**src/rtl/addsub_pipe.sv**
```systemverilog
// Pipelined two's-complement adder/subtractor. The carry chain is cut into
// STAGES registered ripple slices; flags are formed from the completed result.
module addsub_pipe #(
    parameter int WIDTH  = 8,
    parameter int STAGES = 2
) (
    input  logic             clk,
    input  logic             rst,
    input  logic             in_valid,
    input  logic             mode,
    input  logic [WIDTH-1:0] a,
    input  logic [WIDTH-1:0] b,
    input  logic             hold,
    output logic             out_valid,
    output logic [WIDTH-1:0] result,
    output logic             carry_out,
    output logic             borrow,
    output logic             overflow,
    output logic             zero
);

    localparam int S = WIDTH / STAGES;
    localparam int L = STAGES - 1;

    generate
        if (WIDTH < 2 || STAGES < 1 || STAGES > WIDTH || (WIDTH % STAGES) != 0) begin : g_bad_params
            $error("addsub_pipe: illegal WIDTH/STAGES combination");
        end
    endgenerate

    // Flow control: an op is taken when in_valid=1 and hold=0 on a rising edge.
    // hold=1 freezes every register (outputs included) and ignores in_valid.
    // Each slot r_*[k] holds the token leaving stage k; slot L is the output stage.
    logic             r_valid [STAGES];
    logic             r_mode  [STAGES];
    logic             r_c     [STAGES];
    logic [WIDTH-1:0] r_a     [STAGES];
    logic [WIDTH-1:0] r_b     [STAGES];
    logic [WIDTH-1:0] r_sum   [STAGES];
    logic             r_borrow;
    logic             r_ovf;
    logic             r_zero;

    // Stage inputs: stage 0 reads the ports, stage k reads slot k-1.
    logic             s_valid [STAGES];
    logic             s_mode  [STAGES];
    logic             s_cin   [STAGES];
    logic [WIDTH-1:0] s_a     [STAGES];
    logic [WIDTH-1:0] s_b     [STAGES];
    logic [WIDTH-1:0] s_sum   [STAGES];

    logic [WIDTH-1:0] n_sum   [STAGES];
    logic             n_c     [STAGES];
    logic             f_borrow;
    logic             f_ovf;
    logic             f_zero;

    always_comb begin : stage_inputs
        s_valid[0] = in_valid;
        s_mode[0]  = mode;
        s_cin[0]   = mode;
        s_a[0]     = a;
        s_b[0]     = b;
        s_sum[0]   = '0;
        for (int k = 1; k < STAGES; k++) begin
            s_valid[k] = r_valid[k-1];
            s_mode[k]  = r_mode[k-1];
            s_cin[k]   = r_c[k-1];
            s_a[k]     = r_a[k-1];
            s_b[k]     = r_b[k-1];
            s_sum[k]   = r_sum[k-1];
        end
    end

    // Subtraction is a + ~b + 1: b is inverted bitwise, the +1 is slice 0's carry-in.
    always_comb begin : slices
        logic c;
        logic bi;
        int   idx;
        c   = 1'b0;
        bi  = 1'b0;
        idx = 0;
        for (int k = 0; k < STAGES; k++) begin
            n_sum[k] = s_sum[k];
            c        = s_cin[k];
            for (int i = 0; i < S; i++) begin
                idx             = k * S + i;
                bi              = s_b[k][idx] ^ s_mode[k];
                n_sum[k][idx]   = s_a[k][idx] ^ bi ^ c;
                c               = (s_a[k][idx] & bi) | (s_a[k][idx] & c) | (bi & c);
            end
            n_c[k] = c;
        end
    end

    always_comb begin : flags
        f_borrow = s_mode[L] & ~n_c[L];
        f_zero   = (n_sum[L] == '0);
        if (s_mode[L])
            f_ovf = (s_a[L][WIDTH-1] != s_b[L][WIDTH-1]) && (n_sum[L][WIDTH-1] != s_a[L][WIDTH-1]);
        else
            f_ovf = (s_a[L][WIDTH-1] == s_b[L][WIDTH-1]) && (n_sum[L][WIDTH-1] != s_a[L][WIDTH-1]);
    end

    // Data registers only load with a valid token, so bubbles leave outputs unchanged.
    always_ff @(posedge clk or posedge rst) begin
        if (rst) begin
            for (int k = 0; k < STAGES; k++) begin
                r_valid[k] <= 1'b0;
                r_mode[k]  <= 1'b0;
                r_c[k]     <= 1'b0;
                r_a[k]     <= '0;
                r_b[k]     <= '0;
                r_sum[k]   <= '0;
            end
            r_borrow <= 1'b0;
            r_ovf    <= 1'b0;
            r_zero   <= 1'b0;
        end else if (!hold) begin
            for (int k = 0; k < STAGES; k++) begin
                r_valid[k] <= s_valid[k];
                if (s_valid[k]) begin
                    r_mode[k] <= s_mode[k];
                    r_c[k]    <= n_c[k];
                    r_a[k]    <= s_a[k];
                    r_b[k]    <= s_b[k];
                    r_sum[k]  <= n_sum[k];
                end
            end
            if (s_valid[L]) begin
                r_borrow <= f_borrow;
                r_ovf    <= f_ovf;
                r_zero   <= f_zero;
            end
        end
    end

    assign out_valid = r_valid[L];
    assign result    = r_sum[L];
    assign carry_out = r_c[L];
    assign borrow    = r_borrow;
    assign overflow  = r_ovf;
    assign zero      = r_zero;

endmodule
```
**config.mk**
```make
export PLATFORM = sky130hd
export DESIGN_NAME = addsub_pipe
export DESIGN_NICKNAME = d
export VERILOG_FILES = /design/src/rtl/addsub_pipe.sv
export SDC_FILE = /design/constraint.sdc
export NUM_CORES = 1
export LEC_CHECK = 0
export CAP_MARGIN = 25
export CORE_ASPECT_RATIO = 1.1
export CORE_MARGIN = 8
export CORE_UTILIZATION = 54
export CTS_BUF_LIST = sky130_fd_sc_hd__clkbuf_8
export DETAILED_ROUTE_END_ITERATION = 6
export HOLD_SLACK_MARGIN = 0.1
export MAX_ROUTING_LAYER = met4
export PLACE_DENSITY = 0.86
export REMOVE_ABC_BUFFERS = 1
export SYNTH_ARGS = -nofsm -noshare
export SYNTH_HDL_FRONTEND = slang
export SYNTH_SLANG_ARGS = --single-unit
```
**constraint.sdc**
```tcl
create_clock -name clk -period 4.97 [get_ports clk]
set_clock_uncertainty 0.15 [all_clocks]
set_input_delay 0.994 -clock clk [delete_from_list [all_inputs] [get_ports clk]]
set_output_delay 0.994 -clock clk [all_outputs]
set_load 0.05 [all_outputs]
```
==> results.ini <==
[clock_network]
tritoncts=built
clock-sinks=28
post_cts.repair.setup_buffers=0
holdBufCountCts=0
cts.path.max_buffers=2
cts.repair.resized=0
clock_tree.root_cell=sky130_fd_sc_hd__clkbuf_8
cts-buffers-inserted=3
ctsHtreeMaxLevel=1
reg_clk_slew_reported_paths_ns=0.09
clkLatencyLatePin_ns=0.27

[logic_synthesis]
synthesis.instances=100
synthDominantCellAreaShare_pct=50.4
avgSynthCellArea_um2=13.9
ys_seq_area_share_pct=50.4
yosysTopAreaCell=sky130_fd_sc_hd__dfrtp_1
yosys.cell_types.count=21
total_standard_cell_area_after_synthesis_um2=1390
yosys_register_bits=28
yosysWarningCount=0
synthTopCellsByArea=sky130_fd_sc_hd__dfrtp_1 (50%), sky130_fd_sc_hd__mux2_2 (15%), sky130_fd_sc_hd__fa_1 (10%)

[grt]
antenna_found_initial=0
grt_start_max_net_pins=29
grt_pass1_wl_um=4510
groute.usage.overall_pct=13.0
first_global_vias=947
gr-total-overflow=0

[placement]
place.gp.congestion=0.716
buffer_ports.inserted=33
place.detailed.hpwl_um=2060
numPlacedInstances=160

[flow_run]
cap_viol_max_count=0

[power]
power_density_nw_per_um2=496
p_leak_uw=0.000783
worst_ir_drop_vdd_mv=0.416

[cells_and_area]
area.sequential_um2=701
syn_to_final_growth_pct=29.0
antenna-diode-count=0
final_net_count=163
fillers=181
layout-drive-gt1-share_pct=21.6
finalNonFillerCells=165
multi_input_area_um2=604

[sta]
setup_repair_after_global_routing_missed_its_margin=no
maximum_clock_frequency_mhz=314
finalWorstPathRequiredPeriod_ns=3.18
timing.slew.headroom_pct=64.4
worst-slew-pin-transition_ns=0.532
final_hold_viol_count=0
setup_viol=0
finalSetupTns_ns=0
finalMaxSlewViolations=0
finalCritPeriodShare_pct=64.0

[floorplanning]
i_o_pin_count=34
die_x_extent_um=64.4
initial_standard_cell_utilization_of_the_core_pct=56.3
floorplan.die_area_um2=4460
die_height_um=69.2
floorplan.rows=19
core_um2=2470

[drt]
drt-pass1-iter-count=3
drc=0
route.detailed.wl_per_inst_um=16.2
via_count=855
antenna_left=0
first_iter_violations=28
drt-vias-per-instance=5.18
routed_wirelength_um=2670

[critical_path]
rrSetupSlack_ns=1.94
criticalPathCategory=input port to register
critical_path.max_stage_delay_ns=0.50
start_kind=input port
timing.critical_path.max_delay_family=adder cells
critical_path.most_common_cell=sky130_fd_sc_hd__fa_1
worst_ep_arrival_time_ns=3.19
cp.buffers_inverters=3
required_ns=4.98
worst_path_max_delay_cell=sky130_fd_sc_hd__clkdlybuf4s50_1
path_max_fanout=2
cp_cell_sequence=clkdlybuf4s50_1 > mux2_2 > fa_1 > inv_1 > fa_1 > inv_1 > fa_1 > mux2_2
worst_setup_path_end_kind=register

[status]
run_status=finished, final reports clean

[worst_hold_path]
hold_path_class=register to register

[cells by family after synthesis]
kind of cell | count (synthesis) | share of synthesized area [%]
compound gates | 8 | 3.33
xor+xnor | 8 | 5.58
fa+ha+maj | 7 | 10.1
buf+inv | 13 | 6.20
flops | 28 | 50.4
mux | 20 | 16.7
simple gates | 16 | 7.74
[worst register-to-register path, stage by stage, from the launching register on]
cell                      delay (ns)
sky130_fd_sc_hd__dfrtp_1        0.49
sky130_fd_sc_hd__xor2_1         0.21
sky130_fd_sc_hd__fa_1           0.40
sky130_fd_sc_hd__fa_1           0.39
sky130_fd_sc_hd__inv_1          0.08
sky130_fd_sc_hd__fa_1           0.16
sky130_fd_sc_hd__inv_1          0.05
sky130_fd_sc_hd__fa_1           0.53
sky130_fd_sc_hd__nor4_1         0.24
sky130_fd_sc_hd__nand2_1        0.08
sky130_fd_sc_hd__o21ai_0        0.16
[metal layers]
metal	vias to the layer above	GRT usage, %	part of all wire, %
li1	397	-	-
met1	443	13.6	37
met2	13	23.5	59
met3	2	2.26	2.9
met4	0	4.37	0.49
met5	-	-	0
[state kept, by name, summed over array words and instances, names as in the netlist]
name / flops
result: 8
borrow: 1
r_mode: 1
r_valid: 1
overflow: 1
r_b: 4
r_a: 4
zero: 1
r_c: 1
n_sum: 4
out_valid: 1
carry_out: 1
[through the flow]
stage | util [%] | hold slack, ns | total power [uW] | area (um2) | setup WS (ns)
floorplan | - | 0.350 | 612 | 1340 | 2.11
global placement | 69.2 | 0.312 | 743 | 1710 | 1.57
detailed placement | 69.2 | 0.323 | 757 | 1710 | 1.50
CTS | 71.5 | 0.346 | 898 | 1770 | 1.79
global route | 72.6 | 0.382 | 943 | 1790 | 1.69
finish | 72.6 | 0.339 | 889 | 1790 | 1.79
[area by class of cell]
cell class / count / area share [%]
Clock buffer: 4 / 3.07
Inverter: 8 / 1.67
Multi-Input combinational cell: 59 / 33.7
Sequential cell: 28 / 39.1
Tap cell: 31 / 2.16
Timing Repair Buffer: 35 / 20.4
[cells in the final DEF (no fill, tap or decap), drive strengths merged]
cell type      instances
a211o                  1
a21o                   1
a21oi                  2
buf                    2
clkbuf                 4
clkdlybuf4s50         33
dfrtp                 28
fa                     7
inv                    8
mux2                  20
nand2                  7
nand2b                 2
nor2                   2
nor2b                  1
nor4                   1
nor4b                  3
o21ai                  4
xnor2                  3
xor2                   5
[worst paths after layout]
check	from	endpoint	cells past startpoint
min in group asynchronous	rst	result[0]	2
max in group asynchronous	rst	borrow	3
worst max register to register	r_mode[1]	zero	10
worst max-delay path	b[0]	n_sum[3]	8
worst min-delay path	out_valid	out_valid	2
worst min register to register	out_valid	out_valid	2
[synth_stat cells]
library cell               number
sky130_fd_sc_hd__nand2_1        7
sky130_fd_sc_hd__fa_1           7
sky130_fd_sc_hd__o21ai_0        4
sky130_fd_sc_hd__inv_1          8
sky130_fd_sc_hd__dfrtp_1       28
sky130_fd_sc_hd__nor2_1         2
sky130_fd_sc_hd__xor2_2         1
sky130_fd_sc_hd__nor4b_4        1
sky130_fd_sc_hd__nand2b_4       1
sky130_fd_sc_hd__xnor2_1        3
sky130_fd_sc_hd__xor2_1         4
sky130_fd_sc_hd__buf_6          5
sky130_fd_sc_hd__mux2_2        18
sky130_fd_sc_hd__nor4b_1        2
sky130_fd_sc_hd__a211o_1        1
sky130_fd_sc_hd__a21o_1         1
sky130_fd_sc_hd__nand2b_1       1
sky130_fd_sc_hd__nor4_1         1
sky130_fd_sc_hd__nor2b_1        1
sky130_fd_sc_hd__mux2_4         2
sky130_fd_sc_hd__a21oi_1        2
[where the power goes]
part	leakage [uW]	switching [uW]	total, uW	internal [uW]
registers	0.000334	42.7	333	291
clock network	0.0000288	66.2	137	70.8
logic	0.000420	244	419	175
total	0.000783	352	889	537
Note: power is estimated with default switching activity, not from simulation.
